**config.mk**
```make
export PLATFORM = sky130hd
export DESIGN_NAME = ssd_scanner
export DESIGN_NICKNAME = d
export VERILOG_FILES = /design/src/rtl/ssd_scanner.sv
export SDC_FILE = /design/constraint.sdc
export NUM_CORES = 1
export LEC_CHECK = 0
export ABC_AREA = 0
export BUFFER_PORTS_ARGS = -buffer_cell sky130_fd_sc_hd__buf_2
export CORE_MARGIN = 3
export CORE_UTILIZATION = 44
export CTS_BUF_LIST = sky130_fd_sc_hd__clkbuf_4 sky130_fd_sc_hd__clkbuf_8 sky130_fd_sc_hd__clkbuf_16
export DETAILED_ROUTE_END_ITERATION = 8
export PLACE_DENSITY = 0.63
export SYNTH_ARGS = -nofsm -noshare
export SYNTH_HDL_FRONTEND = slang
export SYNTH_SLANG_ARGS = --single-unit
```
**constraint.sdc**
```tcl
create_clock -name clk -period 2.9 [get_ports clk]
set_input_delay 0.58 -clock clk [delete_from_list [all_inputs] [get_ports clk]]
set_output_delay 0.58 -clock clk [all_outputs]
set_load 0.005 [all_outputs]
```
**src/rtl/ssd_scanner.sv**
```systemverilog
`default_nettype none
// ============================================================================
//  Module   : ssd_scanner
//  Purpose  : Time-multiplexes four 5-bit display codes onto a common-anode
//             4-digit seven-segment display. Features refresh scanning,
//             per-frame snapshotting (no tearing), anti-ghost blanking at
//             the start of every digit slot and whole-display blinking.
//  Ports    : clk, rst           - clock, synchronous active-high reset
//             ssd0..ssd3 [4:0]   - display codes, ssd0 = rightmost digit
//             dp_mask    [3:0]   - active-high decimal point per digit
//             blink              - blink the whole display while high
//             an         [3:0]   - active-low digit enables (registered)
//             seg        [6:0]   - active-low segments {g,f,e,d,c,b,a}
//             dp                 - active-low decimal point (registered)
//  Revision : 1.0 - initial release
// ============================================================================
module ssd_scanner #(
    parameter int REFRESH_DIV  = 100000,
    parameter int BLANK_CYC    = 2,
    parameter int BLINK_FRAMES = 64
) (
    input  logic       clk,
    input  logic       rst,
    input  logic [4:0] ssd0,
    input  logic [4:0] ssd1,
    input  logic [4:0] ssd2,
    input  logic [4:0] ssd3,
    input  logic [3:0] dp_mask,
    input  logic       blink,
    output logic [3:0] an,
    output logic [6:0] seg,
    output logic       dp
);

    localparam int c_CW = (REFRESH_DIV > 2) ? $clog2(REFRESH_DIV) : 1;
    localparam int c_FW = (BLINK_FRAMES > 1) ? $clog2(BLINK_FRAMES) : 1;

    localparam logic [c_CW-1:0] c_CNT_MAX   = c_CW'(REFRESH_DIV - 1);
    localparam logic [c_CW-1:0] c_BLANK     = c_CW'(BLANK_CYC);
    localparam logic [c_FW-1:0] c_FRAME_MAX = c_FW'(BLINK_FRAMES - 1);

    localparam logic [4:0] c_CODE_BLANK = 5'h10;
    localparam logic [6:0] c_SEG_OFF    = 7'b1111111;

    // r_cnt / r_dig hold the scan position of the edge about to occur;
    // outputs registered on that edge reflect this position.
    logic [c_CW-1:0]  r_cnt;
    logic [1:0]       r_dig;
    logic [3:0][4:0]  r_code;
    logic [3:0]       r_dp;
    logic [c_FW-1:0]  r_fcnt;
    logic             r_phase;   // blink phase for the next frame, 1 = on
    logic             r_show;    // current frame lit (latched at frame start)

    logic             w_frame_start;
    logic             w_slot_end;
    logic             w_lit;
    logic [3:0]       w_an;
    logic [6:0]       w_glyph;

    function automatic logic [6:0] f_glyph(input logic [4:0] code);
        logic [6:0] g;
        g = c_SEG_OFF;
        case (code)
            5'h00: g = 7'b1000000;
            5'h01: g = 7'b1111001;
            5'h02: g = 7'b0100100;
            5'h03: g = 7'b0110000;
            5'h04: g = 7'b0011001;
            5'h05: g = 7'b0010010;
            5'h06: g = 7'b0000010;
            5'h07: g = 7'b1111000;
            5'h08: g = 7'b0000000;
            5'h09: g = 7'b0010000;
            5'h0A: g = 7'b0001000;
            5'h0B: g = 7'b0000011;
            5'h0C: g = 7'b1000110;
            5'h0D: g = 7'b0100001;
            5'h0E: g = 7'b0000110;
            5'h0F: g = 7'b0001110;
            5'h11: g = 7'b0111111;   // dash
            5'h12: g = 7'b0001100;   // 'P'
            default: g = c_SEG_OFF;  // 0x10 and 0x13-0x1F are blank
        endcase
        return g;
    endfunction

    always_comb begin
        w_frame_start = (r_cnt == '0) && (r_dig == 2'd0);
        w_slot_end    = (r_cnt == c_CNT_MAX);
        // Blink is judged from r_show, which only changes at a frame start
        // where the output is blank anyway, so no slot is partially blanked.
        w_lit         = (r_cnt >= c_BLANK) && r_show;
        w_an          = ~(4'b0001 << r_dig);
        w_glyph       = f_glyph(r_code[r_dig]);
    end

    always_ff @(posedge clk) begin
        if (rst) begin
            r_cnt   <= '0;
            r_dig   <= 2'd0;
            r_code  <= {4{c_CODE_BLANK}};
            r_dp    <= 4'b0000;
            r_fcnt  <= '0;
            r_phase <= 1'b1;
            r_show  <= 1'b1;
            an      <= 4'b1111;
            seg     <= c_SEG_OFF;
            dp      <= 1'b1;
        end else begin
            if (w_lit) begin
                an  <= w_an;
                seg <= w_glyph;
                dp  <= ~r_dp[r_dig];
            end else begin
                an  <= 4'b1111;
                seg <= c_SEG_OFF;
                dp  <= 1'b1;
            end

            if (w_slot_end) begin
                r_cnt <= '0;
                r_dig <= r_dig + 2'd1;
            end else begin
                r_cnt <= r_cnt + 1'b1;
            end

            if (w_frame_start) begin
                r_code <= {ssd3, ssd2, ssd1, ssd0};
                r_dp   <= dp_mask;
                if (blink) begin
                    // The frame starting now uses the current phase; the
                    // counter then records it as one more frame of this run.
                    r_show <= r_phase;
                    if (r_fcnt == c_FRAME_MAX) begin
                        r_fcnt  <= '0;
                        r_phase <= ~r_phase;
                    end else begin
                        r_fcnt <= r_fcnt + 1'b1;
                    end
                end else begin
                    r_show  <= 1'b1;
                    r_fcnt  <= '0;
                    r_phase <= 1'b1;
                end
            end
        end
    end

endmodule
`default_nettype wire

```
==> results.toml, run 1 <==
[sta]
relSlewSlack_pct = 53.2
setup_viol = 0
max_slew.worst_pin.slew_ns = 0.702
fin_crit_sh_pct = 80.9
fin_crit_ns = 2.35
slew_viol_final = 0
fin_worst_skew_ns = 0.00842
rsz0062_at_grt = "no"
max_freq_ghz = 0.426
fin_ws_ns = 0.553
fin_tns_setup_ns = 0
final-hold-violation-count = 0

[final_layout]
nFillCells = 631
layout-drive-gt1-share_pct = 19.9
diodes = 0
nNetsFinal = 418
layout_commonest_cell = "nand2_1"
layout_common_cells = "nand2_1, dfxtp_1, buf_2, nor2_1, a21oi_1"
syn_to_final_growth_pct = 14.5

[job]
cap_violations = 0

[critical_path]
cp-start-kind = "flip-flop"
rrSetupSlack_ns = 0.55
crit_fanout = 11
critical_path_class = "flip-flop to flip-flop"
endpoint_kind = "flip-flop"
required_ns = 3.11
worst_ep_arrival_time_ns = 2.56

[yosys]
syn-cell-area_um2 = 2940
synth_area_leaders = "dfxtp_1, nand2_1, mux4_2"
synth_fp_nets = 380
synth.yosys.warnings = 0
synth.avg_cell_area_um2 = 8.67
synth.distinct_cells = 39
yosysTopAreaCell = "dfxtp_1"
synth_top_area_share_pct = 42.9
seq_area_frac_synth_pct = 42.9
netlist_instances = 339
ys_ff_latch = 63

[clock_network]
ctsResizeCount = 0
postCtsSetupBuffers = 0
tritoncts = "built"
cts_made_buffers = 9
htree_num_levels = 3
clockBufferDepth = 2
insertion_delay_ns = 0.34
cts.sinks = 63
clock-root-buffer = "clkbuf_8"
clkTransAtPathRegs_ns = 0.07
cts_hold_buf = 0

[run_status]
status = "finished clean"

[pwr]
ir_drop_v = 0.000327
power_frac_seq_pct = 50.9
p_sw_share_pct = 27.0
clkPwrFrac_pct = 35.3
combPwrFrac_pct = 13.8
p_per_area_nw_per_um2 = 552
leakage_nw = 1.32
p_switching_w = 0.000500
p_int_w = 0.00136

[min_path]
hp-class = "flip-flop to flip-flop"

[detailed_routing]
dr.pass1.iters = 4
routed_wl_um = 5980
wl_per_cell_um = 13.0
vias = 2344
remaining_drc_errors = 0
drtIter0Drc = 86
viasPerCell = 5.11
ant_nets = 0

[floorplan]
rows = 29
die_h_um = 87.7
pin_count = 39
dieArea_um2 = 7690
initial_utilization_pct = 45.7
coreArea_um2 = 6420
die_x_um = 87.7

[placement]
dp_worst_setup_slack_ns = 0.606
portBuffers = 38
gp_congestion = 0.911
dp_hpwl_um = 4220

[grt]
grt_max_degree = 37
antenna_found_initial = 0
grt_pass1_vias = 2146
grt_pass1_wl_um = 10200
grt-ovfl-total = 0
grt_use_total_pct = 17.0
[sequential cells by signal, summed over array words and instances, names as in the netlist]
| signal | cells |
|---|---|
| seg | 7 |
| r_code | 20 |
| an | 4 |
| r_dig | 2 |
| r_fcnt | 6 |
| r_dp | 4 |
| dp | 1 |
| r_phase | 1 |
| r_show | 1 |
| r_cnt | 17 |
[layer usage]
metal / global-route usage [%] / share of wire (%) / vias to the layer above
li1: - / - / 1230
met1: 24.9 / 52 / 1046
met2: 23.4 / 41 / 57
met3: 3.76 / 5.3 / 11
met4: 8.23 / 1.7 / 0
met5: 0 / 0 / -
[worst paths after layout]
check        startpoint    endpoint  depth (start not counted)
max            r_dig[1]      seg[3]                          6
min          r_code[16]  r_code[16]                          2
max reg2reg    r_dig[1]      seg[3]                          6
min reg2reg  r_code[16]  r_code[16]                          2
[final cells by class]
class / count / area, µm² / share of cell area, %
multi-input combinational: 246 / 1550 / 46.2
sequential: 63 / 1260 / 37.5
timing repair buffer: 44 / 235 / 6.99
clock buffer: 12 / 146 / 4.35
tap: 77 / 96.3 / 2.86
inverter: 13 / 48.8 / 1.45
clock inverter: 4 / 22.5 / 0.669
[cell families after synthesis]
kind of cell,count (synthesis),synth area share (%)
and+or+nand+nor,152,24.0
xor gates and xnor gates,16,4.77
DFF,63,42.9
AOI/OAI and AO/OA,49,9.37
adders and majority gates,14,5.96
buffers and inverters,30,4.26
muxes,15,8.73
[synthesized netlist by cell type (all sizes together)]
master   instances
dfxtp           63
mux2             5
nand3b           4
and4             1
o2111ai          1
nor3             5
a21oi           29
and3             4
clkbuf          14
xnor2            9
nand2           64
xor2             7
or3b             1
o21a             1
nand4            5
buf              3
o21ai           11
nor3b            2
nor4             6
inv             13
a221oi           3
ha              14
nor2            33
o311ai           1
nor2b            5
mux4             8
a2111oi          1
or4              1
or2              2
o21bai           2
and2             2
mux2i            2
nand4b           1
nand3           16
[power by group through the flow]
stage	Clock, W	Sequential, W	Combinational (W)
6_report	0.000656	0.000945	0.000256
5_1_grt	0.000715	0.000950	0.000293
4_1_cts	0.000676	0.000946	0.000256
3_5_place_dp	0	0.000965	0.000254
3_3_place_gp	0	0.000964	0.000252
2_1_floorplan	0	0.000955	0.000182
[stage by stage]
step	hold WS [ns]	area, µm²	std cells	total power (W)	util [%]
after global routing	0.458	3360	459	0.00196	52.4
after detailed placement	0.445	3200	443	0.00122	49.8
after floorplan	0.432	2940	339	0.00114	-
after global placement	0.445	3200	443	0.00122	49.8
final	0.453	3360	459	0.00186	52.4
after CTS	0.455	3360	459	0.00188	52.4
[worst max-delay path: stages, from the launching register on]
cell and delay [ns]:
dfxtp_1 0.58, mux4_2 0.45, inv_1 0.16, ha_1 0.20
inv_1 0.05, mux4_2 0.44, or3b_1 0.35
(Power assumes the default switching activity.)
==> run 2: changes to the inputs <==
--- a/config.mk
+++ b/config.mk
@@ -11,7 +11,7 @@
 export CORE_UTILIZATION = 44
 export CTS_BUF_LIST = sky130_fd_sc_hd__clkbuf_4 sky130_fd_sc_hd__clkbuf_8 sky130_fd_sc_hd__clkbuf_16
 export DETAILED_ROUTE_END_ITERATION = 8
-export PLACE_DENSITY = 0.63
+export PLACE_DENSITY = 0.65
 export SYNTH_ARGS = -nofsm -noshare
 export SYNTH_HDL_FRONTEND = slang
 export SYNTH_SLANG_ARGS = --single-unit
==> constraint.sdc (replaced) <==
create_clock -name clk -period 2.05 [get_ports clk]
set_input_delay 0.41 -clock clk [delete_from_list [all_inputs] [get_ports clk]]
set_output_delay 0.41 -clock clk [all_outputs]
set_load 0.005 [all_outputs]
==> run 2 against run 1 <==
The flow now finishes with violations (negative setup slack). Maximum frequency grew 10%. Power rose by 58%. Worst hold slack worse by 0.18 ns. Combinational power rose by 66%. Highest routed layer unchanged.
==> results.toml, run 2 (synthesis results as in run 1) <==
[run_status]
status = "complete, but fails checks"
violations = "negative setup slack"

[detailed_routing]
dr.pass1.iters = 4
wl_per_cell_um = 13.2
remaining_drc_errors = 0
ant_nets = 0
routed_wl_um = 6290
drtIter0Drc = 86
vias = 2477
viasPerCell = 5.20

[grt]
grt_pass1_wl_um = 10700
antenna_found_initial = 0
grt_use_total_pct = 17.8
grt-ovfl-total = 0
grt_max_degree = 36
grt_pass1_vias = 2321

[clock_network]
clockBufferDepth = 2
clock-root-buffer = "clkbuf_8"
htree_num_levels = 3
clkTransAtPathRegs_ns = 0.07
cts_made_buffers = 9
cts.sinks = 63
tritoncts = "built"
insertion_delay_ns = 0.34

[final_layout]
regArea_um2 = 1260
nNetsFinal = 435
diodes = 0
layout-drive-gt1-share_pct = 25.8
syn_to_final_growth_pct = 22.7
largest_reg_flops = 20
nFillCells = 596
fin_cells = 476
largest-register = "r_code"
multiInputGateArea_um2 = 1600
layout_common_cells = "nand2_1, dfxtp_1, buf_2, nor2_1, a21oi_1"
layout_commonest_cell = "nand2_1"
utilization_pct = 56.1
largest_registers = "r_code: 20 flops, r_cnt: 17 flops, seg: 7 flops"

[placement]
dp.cells = 459
gp_congestion = 0.835
dp_hpwl_um = 4530
portBuffers = 38

[sta]
fin_ws_ns = -0.0783
holdWs_ns = 0.278
max_freq_ghz = 0.470
fin_tns_setup_ns = -0.0882
fin_crit_sh_pct = 104
final-hold-violation-count = 0
slew_viol_final = 0
fin_worst_skew_ns = 0.0136
setup_viol = 2
relSlewSlack_pct = 65.8
max_slew.worst_pin.slew_ns = 0.508
rsz0062_at_grt = "yes"
fin_crit_ns = 2.13

[floorplan]
initial_utilization_pct = 45.7
dieArea_um2 = 7690
pin_count = 39
die_h_um = 87.7
die_x_um = 87.7
rows = 29
coreArea_um2 = 6420

[critical_path]
cp.buffers_inverters = 2
required_ns = 2.27
endpoint_kind = "flip-flop"
critical_path_class = "flip-flop to flip-flop"
crit_family = "multiplexers"
crit_slowest_cell = "mux4_2"
cp-start-kind = "flip-flop"
crit_fanout = 4
critPathMaxStageDelay_ns = 0.58
cp_cell_sequence = "mux4_2, inv_2, ha_4, inv_2, mux4_2, or3b_1"
worst_ep_arrival_time_ns = 2.34

[job]
cap_violations = 0

[pwr]
p_per_area_nw_per_um2 = 816
leakage_nw = 1.43
ir_drop_v = 0.000413

[min_path]
hp-class = "input pin to flip-flop"
-- run 2: cell count changes in the layout (fill, tap and decap cells not counted), moves of 3 or more --
| cell | before | now |
|---|---|---|
| buf_4 | 6 | 22 |
| inv_1 | 13 | 9 |
| inv_2 | 0 | 4 |
| clkbuf_4 | 3 | 0 |
-- run 2: metrics by stage --
stage                     power, W  worst slack [ns]  instance area [µm²]
after floorplan            0.00161            -0.161                 2950
after global placement     0.00177           -0.0341                 3340
after detailed placement   0.00177           -0.0775                 3340
after CTS                  0.00296           -0.0808                 3590
after global routing       0.00308            -0.143                 3600
final                      0.00294           -0.0783                 3600
-- run 2: final timing paths --
kind | from | slack, ns | endpoint | depth (start not counted)
max | r_dig[0] | -0.08 | seg[3] | 6
min | ssd1[4] | 0.28 | r_code[9] | 3
max reg2reg | r_dig[0] | -0.08 | seg[3] | 6
min reg2reg | r_dp[0] | 0.46 | r_dp[0] | 2
-- run 2: where the power goes --
group / internal [W] / leakage [nW] / switching, W
clock: 0.000685 / 0.105 / 0.000496
combinational: 0.000194 / 0.813 / 0.000230
sequential: 0.00129 / 0.515 / 0.0000456
total: 0.00217 / 1.43 / 0.000772
-- run 2: routing by layer --
metal  track usage, %  vias to the layer above  wire length (µm)
li1                 -                     1266                 -
met1             24.8                     1152              3100
met2             26.2                       52              2780
met3             4.52                        7               305
met4             7.39                        0                96
met5                0                        -                 0
-- run 2: what timing repair did --
| action | 4_1_cts | 5_1_grt |
|---|---|---|
| buffers inserted | 1 | 0 |
| gates resized for setup | 4 | 6 |
| setup endpoints to repair | 2 | 10 |
| pin swaps | 1 | 0 |
| hold buffers | 0 | 0 |
-- run 2: area by class of cell --
| class | instances | share of cell area (%) |
|---|---|---|
| Inverter | 13 | 1.35 |
| Timing Repair Buffer | 61 | 10.4 |
| Clock buffer | 9 | 3.44 |
| Clock inverter | 7 | 2.71 |
| Tap cell | 77 | 2.67 |
| Sequential cell | 63 | 35.1 |
| Multi-Input combinational cell | 246 | 44.3 |
-- run 2: worst reg2reg max path: cells and delay by family, from the launching register on --
kind	cells	cell delay, ns
flops	1	0.37
mux	2	1.01
fa+ha+maj	1	0.14
buf+inv	2	0.14
simple gates	1	0.34
==> run 3: changes to the inputs <==
--- a/config.mk
+++ b/config.mk
@@ -5,8 +5,9 @@
 export SDC_FILE = /design/constraint.sdc
 export NUM_CORES = 1
 export LEC_CHECK = 0
-export ABC_AREA = 0
+export ABC_AREA = 1
 export BUFFER_PORTS_ARGS = -buffer_cell sky130_fd_sc_hd__buf_2
+export CAP_MARGIN = 15
 export CORE_MARGIN = 3
 export CORE_UTILIZATION = 44
 export CTS_BUF_LIST = sky130_fd_sc_hd__clkbuf_4 sky130_fd_sc_hd__clkbuf_8 sky130_fd_sc_hd__clkbuf_16
==> run 3 against run 2 <==
The flow now finishes without violations. Sequential power is essentially flat. Clock-buffer cell count is 4 higher. Global-route usage rose by 0.51 points.
==> results.toml, run 3 <==
[run_status]
status = "finished clean"

[critical_path]
cp_cell_sequence = "buf_4, nand2_1, nand3_1, nand2_1, inv_1, ha_1, nand3_1, a21oi_2, nand2_1"
crit_slowest_cell = "dfxtp_1"
endpoint_kind = "flip-flop"
cp.buffers_inverters = 2
worst-path-stages = 9
critical_path_class = "flip-flop to flip-flop"
worst_ep_arrival_time_ns = 1.97
r2r_cells = 9
crit_fanout = 15
critPathMaxStageDelay_ns = 0.34
cp-start-kind = "flip-flop"
rrSetupSlack_ns = 0.31
crit_family = "simple AND/OR/NAND/NOR gates"
worst_path_most_repeated_cell = "nand2_1"
required_ns = 2.28

[sta]
fin_tns_setup_ns = 0
slew_viol_final = 0
fin_crit_ns = 1.74
relSlewSlack_pct = 70.8
setup_viol = 0
fin_worst_skew_ns = 0.0135
fin_crit_sh_pct = 84.9
final-hold-violation-count = 0
max_freq_ghz = 0.574
max_slew.worst_pin.slew_ns = 0.434
rsz0062_at_grt = "no"

[pwr]
ir_drop_v = 0.000410
p_per_area_nw_per_um2 = 790
leakage_nw = 1.63

[final_layout]
layout-drive-gt1-share_pct = 16.7
largest_registers = "r_code: 20 flops, r_cnt: 17 flops, seg: 7 flops"
fin_cells = 610
layout_commonest_cell = "nand2_1"
largest-register = "r_code"
largest_reg_flops = 20
diodes = 0
syn_to_final_growth_pct = 14.4
nNetsFinal = 550
nFillCells = 726
layout_common_cells = "nand2_1, nor2_1, dfxtp_1, nand3_1, buf_2"

[floorplan]
coreArea_um2 = 6980
die_x_um = 92.0
initial_utilization_pct = 46.6
die_h_um = 92.0
rows = 30
pin_count = 39
dieArea_um2 = 8470

[min_path]
hp-class = "input pin to flip-flop"
worst_hold_path.num_cells = 3

[placement]
portBuffers = 38
gp_congestion = 0.861
dp.cells = 594
dp_hpwl_um = 5270

[detailed_routing]
viasPerCell = 5.00
wl_per_cell_um = 12.2
vias = 3050
remaining_drc_errors = 0
ant_nets = 0
drtIter0Drc = 179
routed_wl_um = 7420
dr.pass1.iters = 5

[clock_network]
cts_hold_buf = 0
cts.sinks = 63
clock-root-buffer = "clkbuf_8"
cts_made_buffers = 9
ctsResizeCount = 0
postCtsSetupBuffers = 0
tritoncts = "built"
clkTransAtPathRegs_ns = 0.07
clockBufferDepth = 2
insertion_delay_ns = 0.34
htree_num_levels = 3

[yosys]
netlist_instances = 469
synth.avg_cell_area_um2 = 6.94
synthTopCellsByCount = "nand2_1, nor2_1, dfxtp_1"
synth.yosys.warnings = 0
syn-cell-area_um2 = 3260
synth_most_common_cell = "nand2_1"
synth_area_leaders = "dfxtp_1, nand2_1, nor2_1"
async_reset_ff_share_pct = 0
ys.flop_type = "dfxtp_1"
ys_ff_latch = 63
seq_area_frac_synth_pct = 38.7
yosysTopAreaCell = "dfxtp_1"
synth_top_area_share_pct = 38.7
synth_fp_nets = 510
synth-edff-count = 0
synth.distinct_cells = 33

[job]
cap_violations = 0

[grt]
grt_use_total_pct = 18.3
grt_max_degree = 29
grt-ovfl-total = 0
grt_pass1_wl_um = 12400
antenna_found_initial = 0
grt_pass1_vias = 2686
[run 3: changes by cell type in the layout (fill, tap and decap cells not counted), moves of 8 or more]
cell	before	now
nor2_1	32	89
nand2_1	64	113
nand3_1	16	46
inv_1	9	28
buf_4	22	5
o21ai_1	3	15
a21oi_1	29	19
o21ai_0	8	17
xnor2_1	9	0
mux4_2	8	0
[run 3: logic make-up (layout without fill, tap and decap cells)]
group,count (synthesis),after routing,share of synthesized area [%]
simple gates,277,277,36.9
buf+inv,52,97,7.84
fa+ha+maj,14,14,5.38
flops,63,63,38.7
xor+xnor,4,4,1.08
compound gates,59,59,10.1
[run 3: worst paths after layout]
path / to / startpoint
worst min-delay path: r_code[9] / ssd1[4]
worst max-delay path: seg[5] / r_dig[0]
worst max register to register: seg[5] / r_dig[0]
worst min register to register: r_dp[3] / r_dp[3]
[run 3: area by class of cell]
class                      count  area (µm²)  share of cell area [%]
tap                           96         120                    3.23
clock inverter                 3        40.0                    1.08
clock buffer                  13         173                    4.64
inverter                      37         143                    3.83
multi-input combinational    354        1740                    46.7
timing repair buffer          44         248                    6.65
sequential                    63        1260                    33.9
[run 3: per-layer routing]
layer	vias up	part of all wire (%)	GRT usage, %
li1	1598	-	-
met4	0	1.5	7.05
met1	1362	52	27.6
met2	81	41	25.7
met5	-	0	0
met3	9	5.0	3.28
[run 3: report_power, final]
| part | switching [W] | internal [W] |
|---|---|---|
| clock network | 0.000468 | 0.000671 |
| registers | 0.0000452 | 0.00131 |
| logic | 0.000282 | 0.000168 |
[run 3: worst min-delay path: stages]
cell     delay [ns]
buf_2          0.07
nand2_1        0.04
nand3_1        0.05
[run 3: stage by stage]
step	hold slack (ns)	setup slack [ns]	area (µm²)	utilization, %	power, W
after floorplan	0.425	0.389	3260	-	0.00172
after global placement	0.437	0.304	3510	50.3	0.00182
after detailed placement	0.453	0.307	3510	50.3	0.00183
after CTS	0.261	0.293	3720	53.3	0.00298
after global routing	0.271	0.107	3720	53.3	0.00311
final	0.278	0.309	3720	53.3	0.00294
